## src/rtl/b1_sig_pkg.sv

```systemverilog
// B1 BOC(1,1) signal generator shared definitions.
// Code length, Gold LFSR constants and the generator state encoding.
package b1_sig_pkg;

  localparam int B1_CODE_HALF_LEN = 4092;

  localparam logic [10:0] LFSR_INIT = 11'b01010101010;

  // Bit k-1 holds register stage k of the polynomial.
  localparam logic [10:0] G1_MASK = 11'b111_1100_0001;
  localparam logic [10:0] G2_MASK = 11'b101_1001_1111;

  typedef enum logic {
    RUN  = 1'b0,
    SEEK = 1'b1
  } state_e;

  function automatic logic lfsr_fb(
    input logic [10:0] r,
    input logic [10:0] m
  );
    return ^(r & m);
  endfunction

  function automatic logic tap_bit(
    input logic [10:0] r,
    input logic [3:0]  t
  );
    logic b;
    b = 1'b0;
    for (int i = 0; i < 11; i++) begin
      if (t == 4'(i + 1)) b = r[i];
    end
    return b;
  endfunction

endpackage

```

## src/rtl/b1_gold_lfsr.sv

```systemverilog
// B1 Gold code generator: G1/G2 LFSR pair with selectable G2 taps.
// Reload has priority over step.
module b1_gold_lfsr
  import b1_sig_pkg::*;
(
  input  logic       clk,
  input  logic       rst_n,
  input  logic       step,
  input  logic       reload,
  input  logic [3:0] tap_a,
  input  logic [3:0] tap_b,
  output logic       chip
);

  logic [10:0] g1_q;
  logic [10:0] g1_d;
  logic [10:0] g2_q;
  logic [10:0] g2_d;

  always_comb begin
    g1_d = g1_q;
    g2_d = g2_q;
    if (reload) begin
      g1_d = LFSR_INIT;
      g2_d = LFSR_INIT;
    end else if (step) begin
      g1_d = {g1_q[9:0], lfsr_fb(g1_q, G1_MASK)};
      g2_d = {g2_q[9:0], lfsr_fb(g2_q, G2_MASK)};
    end
  end

  always_ff @(posedge clk or negedge rst_n) begin
    if (!rst_n) begin
      g1_q <= LFSR_INIT;
      g2_q <= LFSR_INIT;
    end else begin
      g1_q <= g1_d;
      g2_q <= g2_d;
    end
  end

  assign chip = g1_q[10]
              ^ tap_bit(g2_q, tap_a)
              ^ tap_bit(g2_q, tap_b);

endmodule

```

## src/rtl/boc_sig_gen.sv

```systemverilog
// B1 BOC(1,1) transmit-side sample generator: Gold code, BOC
// subcarrier, nav data and square-wave carrier into 8-bit samples.
module boc_sig_gen
  import b1_sig_pkg::*;
#(
  parameter int          ACC_WIDTH     = 32,
  parameter int          PRN_PHS_WIDTH = 12,
  parameter int          CODE_HALF_LEN = B1_CODE_HALF_LEN,
  parameter int          SYM_PERIODS   = 20,
  parameter logic [7:0]  AMP           = 8'd64,
  parameter int          G2_TAP_A      = 1,
  parameter int          G2_TAP_B      = 3
) (
  input  logic                     rx_clk,
  input  logic                     rx_rst,
  input  logic                     rx_en,
  input  logic [ACC_WIDTH-1:0]     rx_car_fcw,
  input  logic [ACC_WIDTH-1:0]     rx_prn_fcw,
  input  logic                     rx_load,
  input  logic [PRN_PHS_WIDTH-1:0] rx_init_phs,
  input  logic                     rx_bit,
  input  logic                     rx_bit_vld,
  output logic                     tx_bit_req,
  output logic [7:0]               tx_sig,
  output logic                     tx_loc_boc,
  output logic                     tx_prn_sop,
  output logic                     tx_prn_eop,
  output logic [PRN_PHS_WIDTH-1:0] tx_prn_phs,
  output logic                     tx_bit_urun,
  output logic                     tx_rdy
);

  localparam int AW = ACC_WIDTH;
  localparam int PW = PRN_PHS_WIDTH;
  localparam int SW = (SYM_PERIODS > 1) ? $clog2(SYM_PERIODS) : 1;

  localparam logic [PW-1:0] PHS_LEN  = PW'(CODE_HALF_LEN);
  localparam logic [PW-1:0] PHS_LAST = PW'(CODE_HALF_LEN - 1);
  localparam logic [SW-1:0] SYM_LAST = SW'(SYM_PERIODS - 1);
  localparam logic [7:0]    NEG_AMP  = 8'(~AMP + 8'd1);

  state_e        state_q;
  state_e        state_d;
  logic [PW-1:0] phs_q;
  logic [PW-1:0] phs_d;
  logic [PW-1:0] tgt_q;
  logic [PW-1:0] tgt_d;
  logic [AW-1:0] prn_acc_q;
  logic [AW-1:0] prn_acc_d;
  logic [AW-1:0] car_acc_q;
  logic [AW-1:0] car_acc_d;
  logic [SW-1:0] sym_q;
  logic [SW-1:0] sym_d;
  logic          cur_q;
  logic          cur_d;
  logic          nbit_q;
  logic          nbit_d;
  logic          nvld_q;
  logic          nvld_d;
  logic          sop_q;
  logic [7:0]    sig_q;
  logic [7:0]    sig_d;

  logic [AW:0]   prn_sum;
  logic          carry;
  logic          run;
  logic          wrap;
  logic          tick;
  logic          eop;
  logic          bnd;
  logic          accept;
  logic          urun;
  logic          chip;
  logic          loc_boc;
  logic          smp;
  logic          lfsr_step;
  logic          lfsr_reload;

  assign prn_sum = {1'b0, prn_acc_q} + {1'b0, rx_prn_fcw};
  assign carry   = prn_sum[AW];
  assign run     = (state_q == RUN);
  assign wrap    = (phs_q == PHS_LAST);
  assign eop     = run & rx_en & wrap & carry;
  assign bnd     = eop & (sym_q == SYM_LAST);
  assign accept  = rx_bit_vld & ~nvld_q;
  assign urun    = bnd & ~nvld_q & ~accept;
  assign loc_boc = chip ^ phs_q[0];
  assign smp     = loc_boc ^ cur_q ^ car_acc_q[AW-1];

  always_comb begin
    state_d     = state_q;
    phs_d       = phs_q;
    tgt_d       = tgt_q;
    prn_acc_d   = prn_acc_q;
    sym_d       = sym_q;
    tick        = 1'b0;
    lfsr_reload = 1'b0;
    if (rx_load) begin
      tgt_d       = (rx_init_phs >= PHS_LEN) ? '0 : rx_init_phs;
      phs_d       = '0;
      prn_acc_d   = '0;
      sym_d       = '0;
      lfsr_reload = 1'b1;
      state_d     = SEEK;
    end else begin
      unique case (state_q)
        RUN: begin
          if (rx_en) begin
            prn_acc_d = prn_sum[AW-1:0];
            tick      = carry;
            if (eop) begin
              sym_d = (sym_q == SYM_LAST) ? '0 : sym_q + SW'(1);
            end
          end
        end
        SEEK: begin
          // One half-chip per clock until the target phase is reached.
          if (phs_q == tgt_q) begin
            state_d = RUN;
          end else begin
            tick = 1'b1;
            if (phs_q + PW'(1) == tgt_q) state_d = RUN;
          end
        end
        default: state_d = RUN;
      endcase
    end
    if (tick) begin
      phs_d = wrap ? '0 : phs_q + PW'(1);
      if (wrap) lfsr_reload = 1'b1;
    end
  end

  assign lfsr_step = tick & ~wrap & phs_q[0];

  always_comb begin
    cur_d  = cur_q;
    nbit_d = nbit_q;
    nvld_d = nvld_q;
    if (bnd) begin
      if (nvld_q) begin
        cur_d  = nbit_q;
        nvld_d = 1'b0;
      end else if (accept) begin
        cur_d = rx_bit;
      end else begin
        cur_d = 1'b0;
      end
    end else if (accept) begin
      nbit_d = rx_bit;
      nvld_d = 1'b1;
    end
  end

  always_comb begin
    car_acc_d = rx_en ? car_acc_q + rx_car_fcw : car_acc_q;
    sig_d     = sig_q;
    if (!run) begin
      sig_d = 8'h00;
    end else if (rx_en) begin
      sig_d = smp ? NEG_AMP : AMP;
    end
  end

  always_ff @(posedge rx_clk or negedge rx_rst) begin
    if (!rx_rst) begin
      state_q   <= RUN;
      phs_q     <= '0;
      tgt_q     <= '0;
      prn_acc_q <= '0;
      car_acc_q <= '0;
      sym_q     <= '0;
      cur_q     <= 1'b0;
      nbit_q    <= 1'b0;
      nvld_q    <= 1'b0;
      sop_q     <= 1'b0;
      sig_q     <= 8'h00;
    end else begin
      state_q   <= state_d;
      phs_q     <= phs_d;
      tgt_q     <= tgt_d;
      prn_acc_q <= prn_acc_d;
      car_acc_q <= car_acc_d;
      sym_q     <= sym_d;
      cur_q     <= cur_d;
      nbit_q    <= nbit_d;
      nvld_q    <= nvld_d;
      sop_q     <= eop;
      sig_q     <= sig_d;
    end
  end

  b1_gold_lfsr u_gold (
    .clk    (rx_clk),
    .rst_n  (rx_rst),
    .step   (lfsr_step),
    .reload (lfsr_reload),
    .tap_a  (4'(G2_TAP_A)),
    .tap_b  (4'(G2_TAP_B)),
    .chip   (chip)
  );

  assign tx_bit_req  = ~nvld_q;
  assign tx_sig      = sig_q;
  assign tx_loc_boc  = loc_boc;
  assign tx_prn_sop  = sop_q & run;
  assign tx_prn_eop  = eop;
  assign tx_prn_phs  = phs_q;
  assign tx_bit_urun = urun;
  assign tx_rdy      = run;

endmodule

```

## config.mk

```make
export PLATFORM = sky130hd
export DESIGN_NAME = boc_sig_gen
export DESIGN_NICKNAME = d
export VERILOG_FILES = /design/src/rtl/b1_sig_pkg.sv /design/src/rtl/b1_gold_lfsr.sv /design/src/rtl/boc_sig_gen.sv
export SDC_FILE = /design/constraint.sdc
export NUM_CORES = 1
export LEC_CHECK = 0
export ABC_AREA = 1
export CORE_ASPECT_RATIO = 1.25
export CORE_MARGIN = 2
export CORE_UTILIZATION = 58
export CTS_CLUSTER_SIZE = 28
export DETAILED_ROUTE_END_ITERATION = 12
export HOLD_SLACK_MARGIN = 0.15
export PLACE_DENSITY = 0.79
export SLEW_MARGIN = 30
export SYNTH_ARGS = -nofsm -noshare
export SYNTH_HDL_FRONTEND = slang
export SYNTH_HIERARCHICAL = 1
export SYNTH_SLANG_ARGS = --single-unit
```

## constraint.sdc

```tcl
create_clock -name rx_clk -period 7.2 [get_ports rx_clk]
set_clock_uncertainty 0.15 [all_clocks]
set_input_delay 1.44 -clock rx_clk [delete_from_list [all_inputs] [get_ports rx_clk]]
set_output_delay 1.44 -clock rx_clk [all_outputs]
set_load 0.02 [all_outputs]
```

== Yosys cells after proc, flatten, opt, wreduce, memory -nomap -nowiden ==
Cells that the tools add are included.

* $add $sub $neg: 4
* Muxes and demuxes: 34
* Bitwise gates (word level): 20
* Eq/ne operators: 5
* Order comparisons: 1
* Reduce and logical (&&, ||, !) cells: 11

{| class="wikitable"
|+ Operator list
! kind !! count
|-
| 32-bit two-way mux || 3
|-
| 12-bit two-way mux || 4
|-
| 11-bit two-way mux || 4
|-
| 32-bit by 32-bit adder with 33-bit output || 1
|-
| 32-bit adder || 1
|-
| 5-bit two-way mux || 5
|-
| 12-bit == test || 2
|-
| 8-bit two-way mux || 3
|-
| 11-bit XOR reduction || 2
|-
| 1-bit two-way mux || 14
|-
| 12-bit by 1-bit adder with 12-bit output (second input constant) || 1
|-
| 12-bit == test (second input constant) || 1
|-
| 12-bit greater-or-equal comparator (second input constant) || 1
|-
| 2-bit nonzero test || 6
|-
| 1-bit AND || 10
|-
| 5-bit by 1-bit adder with 5-bit output (second input constant) || 1
|-
| 5-bit == test (second input constant) || 1
|-
| 1-bit inverter || 5
|-
| 1-bit bitwise XOR || 5
|-
| 2-bit AND reduction || 2
|-
| 3-bit AND reduction || 1
|-
| 2-bit != test (second input constant) || 1
|-
| 1-bit one-hot mux with 2 select lines || 1
|}

* Input bits: 82
* Register bits after elaboration: 128
* Output and inout port bits: 26

== Logic depth before layout (Yosys ltp) ==
* Depth after elaboration: 8
* Gate-level depth with buffers: 21

== Cells and area by module ==
Netlist, hierarchy kept.

{| class="wikitable"
|+ Modules (own cells, without submodules)
! module !! area each (um^2) !! cells an instance !! sequential area each (um^2) !! instances
|-
| boc_sig_gen || 9075.0 || 1450 || 2502.4 || 1
|-
| b1_gold_lfsr || 1211.2 || 157 || 563.0 || 1
|}

== Worst setup path before layout ==
No wires, ideal clock.

* Path type: input -> output
* Start point: input rx_prn_fcw[0]
* End point: output tx_bit_urun
* Slack: 2.271 ns
* Data required time: 5.610 ns
* Arrival time: 3.339 ns
* Stages: 16
* Path buffers: 0
* Cells stage by stage: ha_1 -> inv_1 -> fa_1 -> inv_1 -> nand2_1 -> nand2_1 -> nand3_1 -> nand2_2 -> nand2_2 -> nand2_2 -> nand2_2 -> nand2_4 -> nand2_4 -> nor2_2 -> nand2_1 -> nor2_1

* Longest elaborated chain between the ends: 5

{| class="wikitable"
|+ RTL lines
! item !! line !! text
|-
| start, declared || boc_sig_gen.sv:18 || <nowiki>input logic [ACC_WIDTH-1:0] rx_prn_fcw,</nowiki>
|-
| 32-bit by 32-bit adder with 33-bit output || boc_sig_gen.sv:79 || <nowiki>assign prn_sum = {1'b0, prn_acc_q} + {1'b0, rx_prn_fcw};</nowiki>
|-
| 1-bit AND || boc_sig_gen.sv:83 || <nowiki>assign eop = run & rx_en & wrap & carry;</nowiki>
|-
| net tx_prn_eop || boc_sig_gen.sv:27 || <nowiki>output logic tx_prn_eop,</nowiki>
|-
| 1-bit AND || boc_sig_gen.sv:84 || <nowiki>assign bnd = eop & (sym_q == SYM_LAST);</nowiki>
|-
| 1-bit AND (2 in series) || boc_sig_gen.sv:86 || <nowiki>assign urun = bnd & ~nvld_q & ~accept;</nowiki>
|-
| end, declared || boc_sig_gen.sv:29 || <nowiki>output logic tx_bit_urun,</nowiki>
|}

The timed path passes the listed nets, and every way through them passes these cells.

== Worst setup path after layout ==
* Start point: input rx_prn_fcw[0]
* End point: output tx_bit_urun

* Longest elaborated chain between the ends: 5

{| class="wikitable"
|+ RTL lines
! item !! line
|-
| 32-bit by 32-bit adder with 33-bit output || boc_sig_gen.sv:79
|-
| 1-bit AND || boc_sig_gen.sv:83
|-
| 1-bit AND || boc_sig_gen.sv:84
|-
| 1-bit AND (2 in series) || boc_sig_gen.sv:86
|}

Every way passes these cells.

==> results.md <==
* Final core occ at a little over two thirds
* HPWL after detailed placement at between 20000 and 25000 um
* PostCTS Resize Cnt at 0
* Largest net degree at the start of global routing at 76
* Max Used Layer: met4
* Setup TNS at 0 ns
* Sw frac at about two fifths
* RSZ-0062 raised after global routing: false
* CTS tree: built
* Number of H-tree levels at 4
* CP startpoint kind: primary input
* Root buf cell: clkbuf_16
* Slew @ Worst Pin at between 0.9 and 1 ns
* Min Tclk post-route at 5.97 ns
* Avg WL per Cell at around 14 um
* Max IR drop VDD at between 0.15 and 0.2 mV
* Clock buffers created by TritonCTS at 17
* Fin. Hold Viols at 0
* Leak pwr at between 6 and 7 nW
* Area share of the largest cell type after synthesis at between 20% and 30%
* Met3 routed WL at approximately 1200 um
* Vias in the first global route at between 10k and 15k
* Power Dens Cells at around 250 nW/um^2
* First-pass GRT wire length at between 40000 and 50000 um
* Synth Warn # at 6
* WP data required at 5.61 ns
* Routed Antenna Nets at 0
* Synth Cell Area at 10300 um^2
* Top FF cell, synth: dfrtp_1
* CTS Sinks at 122
* Net count, final at roughly 1.9k
* Min Hold Slack at 0.326 ns
* Final period utilization at a little over 80%
* Final WL at approximately 27000 um
* Number of port buffers at between 100 and 150
* Slew Limit Fails at 0
* Flip-flop and latch count after synthesis at ~120
* Synth unique cells at 46
* Post-synth top cells: 576 x nand2_1, 228 x inv_1, 112 x dfrtp_1
* Clock power frac at 28.9%
* Seq/Total Area, Yosys at between 20% and 30%
* CP arrival at ~4.4 ns
* Initial Util at 59.0%
* Setup repair bufs after CTS at 0
* # fillers at about 1.6k
* Die height at 153 um
* Endpoint type of the worst setup path: primary output
* Wl on met1 at between 10000 and 15000 um
* Top cells by area, synth: dfrtp_1 27%, nand2_1 21%, inv_1 8.3%
* Most common cell in the netlist: nand2_1
* Total number of vias at roughly 10k
* Non-Filler Instances at 1961
* Post-Synthesis Mean Instance Area at about 6.4 um^2
* I/O pin count at between 100 and 150
* CTS max path bufs at 2
* N_diodes at 0
* Cell row count at 54
* Number of synthesized flops with an enable pin at 0
* DR WL met2 at 13400 um
* Largest area contributor in the netlist: dfrtp_1
* Worst Path Max Fanout at 15
* Cts-stage hold buffer count at 0
* Post-Synthesis Cells at roughly 1.6k
* Full die area at ~19000 um^2
* Placed cells at about 1.9k
* Net Sw Power at between 0.001 and 0.0015 W
* Final RePlAce weighted congestion at around 0.93
* Comb power frac at 41.8%
* Worst hold path class: reg2reg
* Share of power burned in registers at around 30%
* Status: complete, no violations
* Antenna violations before repair at 0
* Core box area at about 17000 um^2
* Max-cap violations at 0
* Crit Path Class: in2out
* Fmax at approximately 170 MHz
* DR vias/cell at around 5.3
* Skew-Pair Late Insertion Delay at 0.42 ns
* Die X at between 100 and 150 um
* DRT Pass-1 Iters at 5
* Syn-to-layout area delta at 17.9%
* Power, Total at just over 0.003 W
* Setup-failing EPs final at 0
* Pint at 0.00185 W
* Total gr overflow at 0
* # DRC at 0
* GRT Total Usage at roughly 30%
* Layout cells sized above 1 at roughly 4.8%
* Worst rel slew slack at about 33%
* Clock Pin Slew Worst Setup and Hold Paths at roughly 0.05 ns
* Ys async rst share at between 90% and 100%
* Initial DRC Count at 596
-- cell families (layout without fill, tap and decap cells) --
group | count (synthesis) | count (layout) | synth area share [%]
compound gates | 224 | 224 | 11.7
xor+xnor | 43 | 43 | 3.66
fa+ha+maj | 67 | 67 | 8.30
buf+inv | 269 | 371 | 10.4
flops | 122 | 122 | 29.8
other cells | 2 | 30 | 0.0730
simple gates | 880 | 880 | 36.1
-- state kept, by name, summed over array words and instances, names as in the netlist --
name and flops:
sop_q 1, tx_prn_phs 12, prn_acc_q 32, state_q 1
car_acc_q 32, cur_q 1, tgt_q 12, nbit_q 1
sym_q 5, tx_sig 2, nvld_q 1, u_gold/g1_q 11
u_gold/g2_q 11
-- power groups by stage --
stage          Clock, W  Combinational (W)  Sequential, W
6_report       0.000873            0.00126       0.000884
5_1_grt        0.000915            0.00144       0.000899
4_1_cts        0.000883            0.00125       0.000885
3_5_place_dp          0            0.00124       0.000894
3_3_place_gp          0            0.00122       0.000889
2_1_floorplan         0           0.000947       0.000873
-- worst paths after layout --
path	from	to	slack, ns	cells past startpoint
max in group asynchronous	rx_rst	u_gold/g2_q[8]	4.91	2
min in group asynchronous	rx_rst	prn_acc_q[22]	0.89	1
worst max register to register	prn_acc_q[23]	u_gold/g2_q[10]	3.74	16
worst max-delay path	rx_prn_fcw[0]	tx_bit_urun	1.23	18
worst min register to register	car_acc_q[0]	car_acc_q[0]	0.33	2
worst min-delay path	car_acc_q[0]	car_acc_q[0]	0.33	2
-- cells in the final DEF (no fill, tap or decap), types with 3 or more instances in the layout --
cell and n:
nand3_1 93, inv_1 228, nor2_1 109, clkbuf_16 17, o211ai_1 4, nand2_2 8
dfstp_2 10, clkbuf_1 5, dfrtp_1 112, o22ai_1 10, inv_2 3, nor4_1 3
xor2_1 15, or2_2 4, clkdlybuf4s50_1 99, nand2_1 576, nand3b_1 8, nor2_2 6
nor2_4 3, clkinv_2 4, o21ai_1 4, a21oi_1 92, buf_4 6, ha_1 65
conb_1 30, o21bai_1 10, nand4_1 32, xnor2_1 28, nand3_2 8, o21ai_0 93
nor3_1 22, bufinv_16 3, nand2_4 3
-- per-layer routing --
metal,track usage [%],vias up
li1,-,5338
met1,36.1,4704
met3,3.40,73
met2,52.4,297
met4,12.5,0
met5,0,-
-- area by class of cell --
type	instances	area [um^2]	area share (%)
clock buffers	24	472	3.89
multi-input cells	1244	6270	51.7
flip-flops and latches	122	3070	25.3
repair buffers	107	1050	8.68
clock inverters	8	118	0.970
inverters	232	871	7.18
well taps	224	280	2.31
-- critical path, cell delays in order --
cell,delay [ns]
clkdlybuf4s50_1,0.51
ha_1,0.18
inv_1,0.07
fa_1,0.37
inv_1,0.09
nand2_1,0.08
nand2_1,0.08
nand3_1,0.08
nand2_2,0.11
nand2_2,0.05
nand2_2,0.08
nand2_2,0.07
nand2_4,0.09
nand2_4,0.13
nor2_2,0.16
nand2_1,0.07
nor2_1,0.12
clkdlybuf4s50_1,0.61
-- through the flow --
stage          cell area (um^2)  setup WS, ns
5_1_grt                   12100         0.990
3_5_place_dp              11500          1.23
3_3_place_gp              11500          1.27
6_report                  12100          1.23
4_1_cts                   12100          1.21
2_1_floorplan             10400          2.27
No activity file was read; power rests on OpenSTA's default activity.
